**config.mk**
```make
export PLATFORM = sky130hd
export DESIGN_NAME = logit_vector_collector_flat
export DESIGN_NICKNAME = d
export VERILOG_FILES = /design/src/rtl/logit_vector_collector_if.sv /design/src/rtl/logit_vector_collector.sv /design/src/flat_wrapper.sv
export SDC_FILE = /design/constraint.sdc
export NUM_CORES = 1
export LEC_CHECK = 0
export ABC_AREA = 1
export BUFFER_PORTS_ARGS = -buffer_cell sky130_fd_sc_hd__buf_4
export CAP_MARGIN = 30
export CORE_MARGIN = 2
export CORE_UTILIZATION = 56
export DETAILED_ROUTE_END_ITERATION = 12
export GPL_ROUTABILITY_DRIVEN = 1
export PLACE_DENSITY = 0.95
export SLEW_MARGIN = 5
export SYNTH_ARGS = -nofsm -noshare
export SYNTH_HDL_FRONTEND = slang
export SYNTH_SLANG_ARGS = --single-unit
```
**constraint.sdc**
```tcl
create_clock -name clk -period 4 [get_ports clk]
set_clock_uncertainty 0.05 [all_clocks]
set_input_delay 0.2 -clock clk [delete_from_list [all_inputs] [get_ports clk]]
set_output_delay 0.2 -clock clk [all_outputs]
set_load 0.02 [all_outputs]
```
**src/rtl/logit_vector_collector_if.sv**
```systemverilog
// Stream-in / vector-out bundle between the NPU output layer and the bfloat16 max-find stage.
// The collector takes the slave view; the producer/consumer side takes the master view.
interface logit_vector_collector_if #(
    parameter int NUM_LOGITS = 10,
    parameter int DATA_W     = 16,
    parameter int CNT_W      = 4
);
    logic                         s_valid;
    logic                         s_ready;
    logic [DATA_W-1:0]            s_data;
    logic                         s_last;
    logic                         vec_valid;
    logic                         vec_ready;
    logic [NUM_LOGITS*DATA_W-1:0] logits_flat;
    logic [CNT_W-1:0]             count;
    logic                         err_len;

    modport master (
        output s_valid, s_data, s_last, vec_ready,
        input  s_ready, vec_valid, logits_flat, count, err_len
    );

    modport slave (
        input  s_valid, s_data, s_last, vec_ready,
        output s_ready, vec_valid, logits_flat, count, err_len
    );
endinterface

```
**src/rtl/logit_vector_collector.sv**
```systemverilog
// Gathers NUM_LOGITS bfloat16 logits, one per beat, and holds them as a parallel vector until
// the max-find stage takes it. Optionally maps NaN to -inf and -0 to +0 so ties compare cleanly.
module logit_vector_collector #(
    parameter int NUM_LOGITS   = 10,
    parameter int DATA_W       = 16,
    parameter int CNT_W        = 4,
    parameter bit SANITIZE_NAN = 1'b1
) (
    input  logic                     clk,
    input  logic                     reset_n,
    input  logic                     flush,
    logit_vector_collector_if.slave  bus
);

    typedef enum logic {
        FILL = 1'b0,
        HOLD = 1'b1
    } state_t;

    localparam logic [DATA_W-1:0] NEG_INF  = 16'hFF80;
    localparam logic [DATA_W-1:0] NEG_ZERO = 16'h8000;
    localparam logic [CNT_W-1:0]  LAST_IDX = CNT_W'(NUM_LOGITS - 1);
    localparam logic [CNT_W-1:0]  FULL_CNT = CNT_W'(NUM_LOGITS);

    state_t            state_q, state_d;
    logic [CNT_W-1:0]  count_q, count_d;
    logic              err_q, err_d;
    logic              wr_en;
    logic              accept;
    logic [DATA_W-1:0] cap_data;
    logic [DATA_W-1:0] slot_q [NUM_LOGITS];

    function automatic logic [DATA_W-1:0] sanitize(input logic [DATA_W-1:0] d);
        if (SANITIZE_NAN) begin
            if (d[14:7] == 8'hFF && d[6:0] != 7'd0) return NEG_INF;
            if (d == NEG_ZERO)                      return '0;
        end
        return d;
    endfunction

    // A beat offered in the same cycle as flush is deliberately not taken.
    assign accept   = bus.s_valid && bus.s_ready && !flush;
    assign cap_data = sanitize(bus.s_data);

    // NOTE: every variable gets a default before the case so no path can infer a latch.
    always_comb begin
        state_d = state_q;
        count_d = count_q;
        err_d   = 1'b0;
        wr_en   = 1'b0;
        if (flush) begin
            state_d = FILL;
            count_d = '0;
        end else begin
            unique case (state_q)
                FILL: begin
                    if (accept) begin
                        if (count_q == LAST_IDX) begin
                            wr_en   = 1'b1;
                            state_d = HOLD;
                            count_d = FULL_CNT;
                            err_d   = !bus.s_last;
                        end else if (bus.s_last) begin
                            // Short vector: drop the beat and restart; stale slots are never shown.
                            err_d   = 1'b1;
                            count_d = '0;
                        end else begin
                            wr_en   = 1'b1;
                            count_d = count_q + CNT_W'(1);
                        end
                    end
                end
                HOLD: begin
                    if (bus.vec_ready) begin
                        state_d = FILL;
                        count_d = '0;
                    end
                end
                default: state_d = FILL;
            endcase
        end
    end

    // NOTE: state registers use non-blocking assignments so every flop samples pre-edge values.
    always_ff @(posedge clk or negedge reset_n) begin
        if (!reset_n) begin
            state_q <= FILL;
            count_q <= '0;
            err_q   <= 1'b0;
        end else begin
            state_q <= state_d;
            count_q <= count_d;
            err_q   <= err_d;
        end
    end

    // NOTE: the slot array is reset on purpose because logits_flat must read zero out of reset.
    always_ff @(posedge clk or negedge reset_n) begin
        if (!reset_n) begin
            for (int i = 0; i < NUM_LOGITS; i++) slot_q[i] <= '0;
        end else begin
            for (int i = 0; i < NUM_LOGITS; i++) begin
                if (wr_en && count_q == CNT_W'(i)) slot_q[i] <= cap_data;
            end
        end
    end

    for (genvar g = 0; g < NUM_LOGITS; g++) begin : g_flat
        assign bus.logits_flat[g*DATA_W +: DATA_W] = slot_q[g];
    end

    assign bus.s_ready   = (state_q == FILL);
    assign bus.vec_valid = (state_q == HOLD);
    assign bus.count     = count_q;
    assign bus.err_len   = err_q;

endmodule

```
**src/flat_wrapper.sv**
```systemverilog
// flat-port wrapper written by rule: the top's interface ports become plain ports
module logit_vector_collector_flat 
#(
    parameter int NUM_LOGITS   = 10,
    parameter int DATA_W       = 16,
    parameter int CNT_W        = 4,
    parameter bit SANITIZE_NAN = 1'b1
)
  (clk, reset_n, flush, bus_s_valid, bus_s_data, bus_s_last, bus_vec_ready, bus_s_ready, bus_vec_valid, bus_logits_flat, bus_count, bus_err_len);
  logit_vector_collector_if #(.NUM_LOGITS(NUM_LOGITS), .DATA_W(DATA_W), .CNT_W(CNT_W)) bus_i ();
  input  logic clk;
  input  logic reset_n;
  input  logic flush;
  input wire logic [$bits(bus_i.s_valid)-1:0] bus_s_valid;
  input wire logic [$bits(bus_i.s_data)-1:0] bus_s_data;
  input wire logic [$bits(bus_i.s_last)-1:0] bus_s_last;
  input wire logic [$bits(bus_i.vec_ready)-1:0] bus_vec_ready;
  output wire logic [$bits(bus_i.s_ready)-1:0] bus_s_ready;
  output wire logic [$bits(bus_i.vec_valid)-1:0] bus_vec_valid;
  output wire logic [$bits(bus_i.logits_flat)-1:0] bus_logits_flat;
  output wire logic [$bits(bus_i.count)-1:0] bus_count;
  output wire logic [$bits(bus_i.err_len)-1:0] bus_err_len;
  assign bus_i.s_valid = bus_s_valid;
  assign bus_i.s_data = bus_s_data;
  assign bus_i.s_last = bus_s_last;
  assign bus_i.vec_ready = bus_vec_ready;
  assign bus_s_ready = bus_i.s_ready;
  assign bus_vec_valid = bus_i.vec_valid;
  assign bus_logits_flat = bus_i.logits_flat;
  assign bus_count = bus_i.count;
  assign bus_err_len = bus_i.err_len;
  logit_vector_collector #(.NUM_LOGITS(NUM_LOGITS), .DATA_W(DATA_W), .CNT_W(CNT_W), .SANITIZE_NAN(SANITIZE_NAN)) u_core (.clk(clk), .reset_n(reset_n), .flush(flush), .bus(bus_i));
endmodule
```
### Word level (Yosys, flattened, before mapping)

Cells that the tools add are included.
Widths: inputs -> output; s select.

| cells by class | value |
|---|---|
| add/sub/neg operators | 1 |
| eq/ne operators | 13 |
| mux-type cells | 28 |
| bitwise gates (word level) | 1 |
| reductions and logical operators | 18 |

Operators with widths:

| operator | count |
|---|---|
| $mux 16 | 4 |
| $mux 4 | 5 |
| $mux 1 | 17 |
| $eq 16x16->1 const B | 1 |
| $eq 4x3->1 const B | 4 |
| $logic_and 1x1->1 | 13 |
| $eq 4x2->1 const B | 2 |
| $eq 4x4->1 const B | 2 |
| $eq 8x8->1 const B | 1 |
| $pmux 4 s2 | 1 |
| $reduce_bool 7->1 | 1 |
| $ne 3x3->1 const B | 2 |
| $add 4x1->4 const B | 1 |
| $eq 4x1->1 const B | 1 |
| $logic_not 4->1 | 1 |
| $logic_not 1->1 | 2 |
| $pmux 1 s2 | 1 |
| $reduce_and 2->1 | 1 |
| $not 1->1 | 1 |

| storage, ports and cells | value |
|---|---|
| register bits | 166 |
| bits of input ports | 22 |
| logic and storage cells | 74 |

### Longest topological paths before layout

| depth | value |
|---|---|
| word-level depth | 7 |
| depth in mapped cells | 11 |
| depth with buffers taken out | 9 |

### Worst setup path before layout

Ideal clock, no wire load.

| timing path | value |
|---|---|
| kind | reg-to-reg |
| from | register u_core.count_q[1] (netlist: u_core.bus.count[1]) |
| to | register u_core.slot_q (netlist bit u_core.bus.logits_flat[12]) |
| setup time | 134 ps |
| arrival time | 2136 ps |
| required time | 3816 ps |
| setup slack | 1680 ps |
| stages on the path, launching flop included | 12 |
| clock period less this slack | 2320 ps |
| path through | dfrtp_1 -> inv_1 -> ha_1 -> nand3_2 -> ha_1 -> nand3b_4 -> buf_6 -> inv_6 -> nand3_4 -> buf_2 -> nand2_1 -> o21ai_1 |

| on the way | value |
|---|---|
| cells in the longest elaborated chain, start to end | 6 |

RTL lines:

| element | line | source |
|---|---|---|
| start: declaration | logit_vector_collector.sv:26 | `logic [CNT_W-1:0] count_q, count_d;` |
| start signal: assignment | logit_vector_collector.sv:92 | `count_q <= count_d;` |
| $eq 4x4->1 | logit_vector_collector.sv:58 | `if (count_q == LAST_IDX) begin` |
| $mux 1 | logit_vector_collector.sv:58 |  |
| $mux 1 | logit_vector_collector.sv:57 | `if (accept) begin` |
| $mux 1 | logit_vector_collector.sv:55 | `unique case (state_q)` |
| $mux 1 | logit_vector_collector.sv:51 | `if (flush) begin` |
| $logic_and 1x1->1 (*) | logit_vector_collector.sv:103 | `if (wr_en && count_q == CNT_W'(i)) slot_q[i] <= cap_data;` |
| end signal: indexed assignment | logit_vector_collector.sv:103 |  |
| end: declaration | logit_vector_collector.sv:31 | `logic [DATA_W-1:0] slot_q [NUM_LOGITS];` |

Mark *: on every way between the ends. The rest lies on a longest branch, timed or not.
A chain may end at the register's enable or synchronous reset.

### Worst setup path in the final report

| timing path | value |
|---|---|
| from | register u_core.count_q[1] (netlist: u_core.bus.count[1]) |
| to | register u_core.slot_q (netlist bit u_core.bus.logits_flat[9]) |

Same word-level chain as after synthesis.

==> summary.md <==
| Metric | Value |
|---|---|
| Post-CTS setup buffers | `0` |
| GRT Overall Usage | `29.9%` |
| Skew-Pair Late Insertion Delay | `0.42 ns` |
| Final WL | `19700 um` |
| Global route overflow | `0` |
| Flop-to-flop setup slack | `1.26 ns` |
| Hold WC Path Type | `in2reg` |
| Number of distinct library cells after synthesis | `26` |
| Critical Path, Cell by Cell | `inv_1 > ha_1 > nand3_2 > ha_1 > nand3b_4 > inv_6 > nand3_4 > nand2_1 > o21ai_1` |
| Final Cycle Share | `68.6%` |
| Horiz. Die Dim | `116 um` |
| Slew at the pin with the worst max-slew slack | `0.672 ns` |
| Pint | `0.00320 W` |
| Power consumption | `0.00447 W` |
| Critical path type | `reg2reg` |
| Fmax | `364 MHz` |
| CP endpoint kind | `flop` |
| Pleak | `4.91 nW` |
| Cell area after synthesis | `7040 um2` |
| Reg2reg start | `u_core.bus.count[1]` |
| H-tree levels | `4` |
| Clk pwr share | `38.7%` |
| CP max stage cell | `dfrtp_1` |
| Crit-path leading delay family | `simple AND/OR/NAND/NOR gates` |
| DP HPWL | `12900 um` |
| PortBufs | `188` |
| Antenna viol nets, final | `0` |
| Synth-to-Final Area Change | `28.9%` |
| Main flop type after synthesis | `dfrtp_1` |
| FFs w/ async S/R, synth | `100%` |
| Via-per-instance ratio | `5.66` |
| Core area | `12200 um2` |
| Number of global-route vias before repair | `5706` |
| Hold depth | `4` |
| Synth area leader | `dfrtp_1` |
| CTS tree | `built` |
| Hold violation count in the final report | `0` |
| Synthesized area per cell | `9.67 um2` |
| Initial antenna violation count | `0` |
| PD cells | `493 nW/um2` |
| Register area share after synthesis | `59.0%` |
| Ratio of cells with drive above 1 in the final layout | `29.6%` |
| Flop pwr share | `43.7%` |
| Clock tree sinks | `166` |
| Reg clk slew, reported paths | `0.06 ns` |
| CP Data Required Time | `4.23 ns` |
| Crit path arrival time | `2.98 ns` |
| TritonCTS buffer count | `17` |
| Peak supply drop | `0.000307 V` |
| Worst stage delay on the critical path | `0.43 ns` |
| Final Max Tran Viols | `0` |
| Rows | `40` |
| Die Y-Extent | `116 um` |
| Crit path buf inv count | `2` |
| DR vias | `6093` |
| Crit Reg-Reg Endpoint | `u_core.bus.logits_flat[9]` |
| Max-cap violations | `0` |
| Drt initial violations | `757` |
| Drt pass-1 iters | `9` |
| Gate Count Post-Synth | `728` |
| Initial Utilization | `57.9%` |
| Final RePlAce weighted congestion | `0.906` |
| Syn. warnings | `0` |
| Number of synthesized flops with an enable pin | `0` |
| Worst Reg-to-Reg Cells | `9` |
| Slew headroom | `55.0%` |
| Final setup fails | `0` |
| Die ar. | `13500 um2` |
| Post-route setup TNS | `0 ns` |
| First-pass GRT wire length | `30300 um` |
| Worst setup SP type | `flop` |
| IO Count | `189` |
| Sw frac | `28.4%` |
| Net load switching power | `0.00127 W` |
| Worst Hold Launch | `bus_vec_ready` |
| Status | `completed` |
| CTS max path bufs | `2` |
| CTS Root Cell | `clkbuf_16` |
| Yosys reg bits | `166` |
| RSZ-0062 raised after global routing | `no` |
| CP dominant cell by count | `ha_1` |
| CP Max Fanout | `24` |
| Largest cells by area after synthesis | `dfrtp_1, nand2_1, nand4_1` |
| Area share of the largest cell type after synthesis | `59.0%` |
| Hold Path End | `u_core.bus.vec_valid` |
| Minimum clock period | `2.74 ns` |
| Largest net degree at the start of global routing | `105` |
| Wire per inst | `18.3 um` |
| # DRC | `0` |
| Comb pwr share | `17.6%` |
| # nets final | `923` |
| Post-Syn Nets | `755` |
| Antenna cells | `0` |
stage by stage:
| step | hold slack (ns) | worst slack, ns | utilization, % | cell area [um2] | instances |
|---|---|---|---|---|---|
| final | 0.0110 | 1.26 | 74.6 | 9070 | 1077 |
| after global routing | 0.0150 | 1.09 | 74.6 | 9070 | 1077 |
| after CTS | 0.00433 | 1.28 | 74.4 | 9050 | 1076 |
| after detailed placement | 0.326 | 1.31 | 69.1 | 8410 | 1043 |
| after global placement | 0.317 | 1.45 | 69.0 | 8390 | 1042 |
| after floorplan | -0.146 | 1.68 | - | 7040 | 728 |
cell usage after synthesis (2+ instances only):
cell	number
o21ai_0	3
o21ai_2	12
clkbuf_1	24
inv_1	21
dfrtp_1	166
nand4_1	74
ha_1	5
buf_6	17
o21ai_1	68
inv_2	5
nor2_1	19
nor2_8	6
nand3_4	4
nand3_1	17
xnor2_1	2
nand2_1	263
inv_4	2
buf_2	4
nand2_2	4
nor2_2	4
nor2_4	3
worst max-delay path by stage:
stage                        startpoint                         end  cells after the start
global route        u_core.bus.count[1]  u_core.bus.logits_flat[58]                      9
global placement    u_core.bus.count[1]  u_core.bus.logits_flat[87]                      9
CTS                 u_core.bus.count[1]   u_core.bus.logits_flat[9]                      9
finish              u_core.bus.count[1]   u_core.bus.logits_flat[9]                      9
floorplan           u_core.bus.count[1]  u_core.bus.logits_flat[12]                     11
detailed placement  u_core.bus.count[1]  u_core.bus.logits_flat[58]                      9
registers in the layout (all words and copies together) (netlist names):
name and count:
u_core.bus.vec_valid 1, u_core.bus.err_len 1, u_core.bus.logits_flat 160, u_core.bus.count 4
layout make-up:
cell class                 instances  area [um2]
timing repair buffer             194        1500
tap                              168         210
fill                             839        3090
sequential                       166        4150
clock buffer                      18         429
inverter                          29         119
clock inverter                    14         199
multi-input combinational        488        2470
logic make-up after synthesis:
group                      synth area share, %
buffers and inverters                     5.97
xor gates and xnor gates                 0.249
AOI/OAI and AO/OA                         6.72
and+or+nand+nor                           27.1
DFF                                       59.0
adders and majority gates                0.889
worst register-to-register path: cells and delay by family, from the launching register on:
kind / cells / cell delay, ns
adder cells (fa/ha/maj): 2 / 0.58
AO/OA/AOI/OAI: 1 / 0.09
buffers and inverters: 2 / 0.36
flip-flops: 1 / 0.43
AND/OR/NAND/NOR: 4 / 1.11
timing repair:
item / CTS / global route
hold endpoints to repair: 102 / 0
hold buffers: 1 / 0
resized for setup: 0 / 0
layer usage:
metal	vias up	wire, um	GRT usage [%]
met5	-	0	0
met4	0	517	11.8
met3	48	1710	6.95
met2	369	9430	47.3
met1	2911	8030	40.8
li1	2765	-	-
power groups by stage:
stage               Clock (W)  Sequential, W  Combinational [W]
global route          0.00182        0.00197           0.000842
finish                0.00173        0.00195           0.000788
floorplan                   0        0.00216           0.000186
global placement            0        0.00198           0.000754
detailed placement          0        0.00198           0.000775
CTS                   0.00174        0.00195           0.000789
cell usage in the layout (no fill, tap or decap), types with 2 or more instances in the layout:
cell / Yosys / final
buf_4: 0 / 190
bufinv_16: 0 / 4
clkbuf_16: 0 / 17
clkinv_2: 0 / 2
clkinv_4: 0 / 2
clkinvlp_4: 0 / 3
dfrtp_1: 166 / 166
ha_1: 5 / 5
inv_1: 21 / 21
inv_2: 5 / 5
inv_4: 2 / 2
inv_6: 1 / 3
nand2_1: 263 / 261
nand2_2: 4 / 6
nand3_1: 17 / 17
nand3_4: 4 / 4
nand4_1: 74 / 74
nor2_1: 19 / 19
nor2_2: 4 / 4
nor2_4: 3 / 3
nor2_8: 6 / 6
o21ai_0: 3 / 3
o21ai_1: 68 / 68
o21ai_2: 12 / 12
xnor2_1: 2 / 2
No activity file was read; power rests on OpenSTA's default activity.
